===== src/rtl/gemm_pkg.sv =====
// Shared parameters and state encoding for the matrix-vector scheduler.
package gemm_pkg;

    localparam int unsigned DATA_W = 27;
    localparam int unsigned LEN    = 32;
    localparam int unsigned ROWS   = 32;
    localparam int unsigned PROD_W = 2 * DATA_W;
    localparam int unsigned ACC_W  = 64;

    localparam int unsigned VEC_AW = (LEN > 1) ? $clog2(LEN) : 1;
    localparam int unsigned MAT_AW = (ROWS * LEN > 1) ? $clog2(ROWS * LEN) : 1;
    localparam int unsigned ROW_W  = (ROWS > 1) ? $clog2(ROWS) : 1;

    typedef enum logic [1:0] {
        IDLE,
        RUN,
        DRAIN,
        HOLD
    } state_t;

endpackage


===== src/rtl/gemm_mac_lane.sv =====
// Single signed multiply-accumulate lane: operand stage, registered product,
// wrapping accumulator.
module gemm_mac_lane
    import gemm_pkg::*;
(
    input  logic                     clk,
    input  logic                     rst,
    input  logic                     in_valid,
    input  logic                     clr,
    input  logic signed [DATA_W-1:0] vec,
    input  logic signed [DATA_W-1:0] mat,
    output logic signed [ACC_W-1:0]  acc,
    output logic                     acc_valid
);

    logic                     v1;
    logic                     c1;
    logic                     v2;
    logic                     c2;
    logic signed [PROD_W-1:0] prod;

    // Stage 1 operands are the RAM output registers; v1/c1 travel alongside them.
    always_ff @(posedge clk) begin
        if (rst) begin
            v1        <= 1'b0;
            c1        <= 1'b0;
            v2        <= 1'b0;
            c2        <= 1'b0;
            prod      <= '0;
            acc       <= '0;
            acc_valid <= 1'b0;
        end else begin
            v1 <= in_valid;
            c1 <= clr;
            v2 <= v1;
            c2 <= c1;
            if (v1) begin
                prod <= PROD_W'(vec) * PROD_W'(mat);
            end
            if (v2) begin
                acc <= c2 ? ACC_W'(prod) : acc + ACC_W'(prod);
            end
            // Set once the last product has landed and nothing newer is in flight.
            acc_valid <= !in_valid && !v1 && (v2 || acc_valid);
        end
    end

endmodule


===== src/rtl/gemm_mv_sched.sv =====
// Matrix-vector scheduler: streams one row at a time through a single MAC lane
// and hands each row's dot product to the writeback over valid/ready.
module gemm_mv_sched
    import gemm_pkg::*;
(
    input  logic                     clk,
    input  logic                     rst,
    input  logic                     start_valid,
    output logic                     start_ready,
    output logic                     vec_rd_en,
    output logic [VEC_AW-1:0]        vec_rd_addr,
    input  logic signed [DATA_W-1:0] vec_rd_data,
    output logic                     mat_rd_en,
    output logic [MAT_AW-1:0]        mat_rd_addr,
    input  logic signed [DATA_W-1:0] mat_rd_data,
    output logic                     res_valid,
    input  logic                     res_ready,
    output logic signed [ACC_W-1:0]  res_data,
    output logic [ROW_W-1:0]         res_row,
    output logic                     res_last,
    output logic                     busy
);

    state_t state;
    logic   rd_en;
    logic   drain_second;
    logic   first_k;
    logic   acc_valid;

    assign vec_rd_en = rd_en;
    assign mat_rd_en = rd_en;
    assign first_k   = rd_en && (vec_rd_addr == '0);

    gemm_mac_lane u_lane (
        .clk       (clk),
        .rst       (rst),
        .in_valid  (rd_en),
        .clr       (first_k),
        .vec       (vec_rd_data),
        .mat       (mat_rd_data),
        .acc       (res_data),
        .acc_valid (acc_valid)
    );

    always_ff @(posedge clk) begin
        if (rst) begin
            state        <= IDLE;
            start_ready  <= 1'b1;
            busy         <= 1'b0;
            rd_en        <= 1'b0;
            vec_rd_addr  <= '0;
            mat_rd_addr  <= '0;
            res_valid    <= 1'b0;
            res_row      <= '0;
            res_last     <= 1'b0;
            drain_second <= 1'b0;
        end else begin
            case (state)
                IDLE: begin
                    if (start_valid) begin
                        state       <= RUN;
                        start_ready <= 1'b0;
                        busy        <= 1'b1;
                        rd_en       <= 1'b1;
                        vec_rd_addr <= '0;
                        mat_rd_addr <= '0;
                        res_row     <= '0;
                    end
                end
                RUN: begin
                    if (vec_rd_addr == VEC_AW'(LEN - 1)) begin
                        state        <= DRAIN;
                        rd_en        <= 1'b0;
                        drain_second <= 1'b0;
                    end else begin
                        vec_rd_addr <= vec_rd_addr + VEC_AW'(1);
                        mat_rd_addr <= mat_rd_addr + MAT_AW'(1);
                    end
                end
                DRAIN: begin
                    if (drain_second) begin
                        state     <= HOLD;
                        res_valid <= 1'b1;
                        res_last  <= (res_row == ROW_W'(ROWS - 1));
                    end else begin
                        drain_second <= 1'b1;
                    end
                end
                HOLD: begin
                    if (res_ready) begin
                        res_valid <= 1'b0;
                        res_last  <= 1'b0;
                        if (res_row == ROW_W'(ROWS - 1)) begin
                            state       <= IDLE;
                            start_ready <= 1'b1;
                            busy        <= 1'b0;
                            res_row     <= '0;
                            vec_rd_addr <= '0;
                            mat_rd_addr <= '0;
                        end else begin
                            // Matrix rows are contiguous, so the address just keeps counting.
                            state       <= RUN;
                            rd_en       <= 1'b1;
                            res_row     <= res_row + ROW_W'(1);
                            vec_rd_addr <= '0;
                            mat_rd_addr <= mat_rd_addr + MAT_AW'(1);
                        end
                    end
                end
                default: state <= IDLE;
            endcase
        end
    end

    res_holds_final_sum: assert property (@(posedge clk) disable iff (rst) res_valid |-> acc_valid);

endmodule

===== config.mk =====
export PLATFORM = sky130hd
export DESIGN_NAME = gemm_mv_sched
export DESIGN_NICKNAME = d
export VERILOG_FILES = /design/src/rtl/gemm_pkg.sv /design/src/rtl/gemm_mac_lane.sv /design/src/rtl/gemm_mv_sched.sv
export SDC_FILE = /design/constraint.sdc
export NUM_CORES = 2
export LEC_CHECK = 0
export ABC_AREA = 0
export BUFFER_PORTS_ARGS = -buffer_cell sky130_fd_sc_hd__buf_2
export CORE_ASPECT_RATIO = 0.6
export CORE_MARGIN = 5
export CORE_UTILIZATION = 40
export DETAILED_ROUTE_END_ITERATION = 6
export PLACE_DENSITY_LB_ADDON = 0.2
export SLEW_MARGIN = 20
export SYNTH_ARGS = -nofsm -noshare
export SYNTH_HDL_FRONTEND = slang
export SYNTH_SLANG_ARGS = --single-unit

===== constraint.sdc =====
create_clock -name clk -period 18.99 [get_ports clk]
set_clock_uncertainty 0.2 [all_clocks]
set_input_delay 2.8485 -clock clk [delete_from_list [all_inputs] [get_ports clk]]
set_output_delay 2.8485 -clock clk [all_outputs]
set_load 0.05 [all_outputs]

==> impl_metrics.yaml <==
synthesis:
  synth_warnings: 0
  avgSynthCellArea_um2: 8.61
  netlist-cell-type-count: 81
  synth_top_area_cell: "fa_1"
  synth-compound-area-share_pct: 9.59
  seq_area_frac_synth_pct: 8.24
  synthMuxAreaShare_pct: 1.32
  synthTopCellsByArea: "fa_1 42%, inv_1 8.8%, dfxtp_1 8.2%"
  synth_edf_count: 0
  synthFlopType: "dfxtp_1"
  syn_area_um2: 36400
  syn_nets: 5280
  synthSimpleGateAreaFrac_pct: 17.1
  synth_top_family_by_area: "adder cells"
  synth_seq_cells: 150
  netlist.area_leader.share_pct: 41.9
  synthAdderAreaFrac_pct: 49.8
  synth_cells: 4229
  synthXorXnorAreaFrac_pct: 2.67
  async_reset_ff_share_pct: 0
clocking:
  holdBufCountCts: 0
  ctsLongestPathBuffers: 3
  cts_setup_buffers: 0
  h-tree-depth: 4
  cts_buffers: 25
  cts_tree: "done"
  clk_latency_ps: 500
  cts.sinks: 150
  ctsResizeCount: 0
  root_buffer: "clkbuf_16"
  clk_pin_slew_ps: 70
detailed_routing:
  wl_per_cell_um: 18.1
  drt-total-wl_mm: 97.7
  drcViolationCount: 0
  num_vias: 27600
  drt.antenna.violating_nets: 0
  vias_per_cell: 5.11
  drt_iter0_markers: 1985
  drt-pass1-iter-count: 6
cells_and_area:
  stdcell_area_um2: 38600
  final_util_pct: 42.9
  layout_commonest_cell: "inv_1"
  fin_cells: 5405
  syn2layout_area_growth_pct: 5.97
  final_cell_mix: "851 x inv_1, 762 x fa_1, 575 x nand2_1, 298 x and2_1, 231 x ha_1"
  fillers: 9116
  final_nets: 5232
  drive_above_1_share_pct: 5.09
sta:
  timing.fmax_ghz: 0.0965
  worst_pin_slew_ps: 863
  period_needed_ps: 10370
  slew_headroom_pct: 42.1
  finalCritPeriodShare_pct: 54.6
  rsz0062_at_grt: "false"
  slew_violations: 0
  setup_viol: 0
  setup_tns_ps: 0
  finalHoldViolCount: 0
worst_setup_path:
  timing.rr.start: "u_lane.prod[0]"
  worstRegToRegCells: 13
  crit_required_ps: 19150
  crit_slowest_cell: "a2111oi_0"
  r2r_end: "u_lane.acc[58]"
  slowest_delay_ps: 710
  r2r_slack_ps: 14720
  path_cells: "buf_2 -> and2_1 -> fa_1 -> fa_1 -> inv_1 -> fa_1 -> fa_1 -> inv_1 -> fa_1 -> fa_1 -> inv_1 -> fa_1 -> inv_1 -> ha_1 -> a21o_1 -> a31o_1 -> a2111oi_0 -> nand3_1 -> o21ai_1 -> o221ai_1 -> o41a_1 -> a221oi_2 -> xnor2_1 -> o21ai_1"
  crit_buf_inv: 5
  crit_family: "adder cells"
  path_max_fanout: 27
  critPathKind: "primary input to flip-flop"
  crit_path_frequent_cell: "fa_1"
  crit_path_start_kind: "primary input"
  worstPathArrival_ps: 10530
  endpoint_kind: "flip-flop"
floorplan:
  start_util_pct: 40.5
  num_io_pins: 148
  die-area_um2: 97400
  core_area_um2: 90000
  chipWidth_um: 400
  die_y_um: 244
  rows: 85
global_routing:
  grt_overflow_total: 0
  grt_pass1_wl_mm: 158
  antenna_found_initial: 2
  grt_max_degree: 70
  first_global_vias: 27600
  grt_use_total_pct: 20.3
hold_path:
  hp-start: "u_lane.c1"
  hold_end: "u_lane.c2"
  holdPathStages: 1
  holdCritPathClass: "flip-flop to flip-flop"
placement:
  place_inst: 5372
  io_buffers: 147
  place_area_um2: 37900
  gp_congestion: 0.929
  dp_hpwl_mm: 80.1
job:
  cap_violations: 0
status:
  outcome: "complete, no violations"
## worst max-delay path by stage
stage / cells past startpoint / slack, ps / startpoint / end
after floorplan: 27 / 9230 / mat_rd_data[0] / u_lane.prod[53]
after global placement: 24 / 8220 / mat_rd_data[0] / u_lane.prod[50]
after detailed placement: 24 / 8190 / mat_rd_data[0] / u_lane.prod[50]
after CTS: 24 / 8680 / mat_rd_data[0] / u_lane.prod[50]
after global routing: 22 / 8140 / mat_rd_data[0] / u_lane.prod[51]
final: 24 / 8620 / vec_rd_data[10] / u_lane.prod[53]
## Yosys cell counts, drive strengths merged (24+ instances only)
library cell	count
a211oi	27
a21o	65
a21oi	154
a311oi	25
and2	298
buf	24
clkbuf	213
dfxtp	150
fa	762
ha	231
inv	851
mux2i	48
nand2	575
nand2b	32
nand3	34
nand4	32
nor2	216
nor3	28
o211ai	30
o21ai	98
xnor2	83
xor2	28
## cells by family after synthesis
family | count (synthesis)
multiplexers | 48
adder cells (fa/ha/maj) | 993
XOR/XNOR | 111
AND/OR/NAND/NOR | 1311
flip-flops | 150
buffers and inverters | 1089
AO/OA/AOI/OAI | 527
## final cells by class
cell class / count / area, um2 / share of cell area (%)
clock inverters: 3 / 65.1 / 0.169
flip-flops and latches: 150 / 3010 / 7.80
well taps: 1218 / 1520 / 3.95
clock buffers: 28 / 637 / 1.65
diodes: 2 / 5.00 / 0.0130
multi-input cells: 2990 / 29300 / 75.9
inverters: 852 / 3200 / 8.28
repair buffers: 162 / 851 / 2.20
## per-layer routing
layer	global-route usage, %	up-vias	share of wire [%]
met5	0	-	0
met4	2.74	0	1.2
met3	2.44	71	4.7
met2	31.5	615	45
met1	31.0	14100	49
li1	-	12900	-
## stage by stage
step	worst slack (ps)	hold WS (ps)
2_1_floorplan	9230	214
3_5_place_dp	8190	225
3_3_place_gp	8220	218
4_1_cts	8680	240
5_1_grt	8140	266
6_report	8620	239
## registers in the layout (all words and copies together), names as in the netlist, 2 cells and up
register	cells
u_lane.acc	64
u_lane.prod	54
state	2
res_row	5
vec_rd_addr	5
mat_rd_addr	10
Power is not shown: default switching activity piles up to over one toggle a cycle in this logic, so the estimate is an artifact.
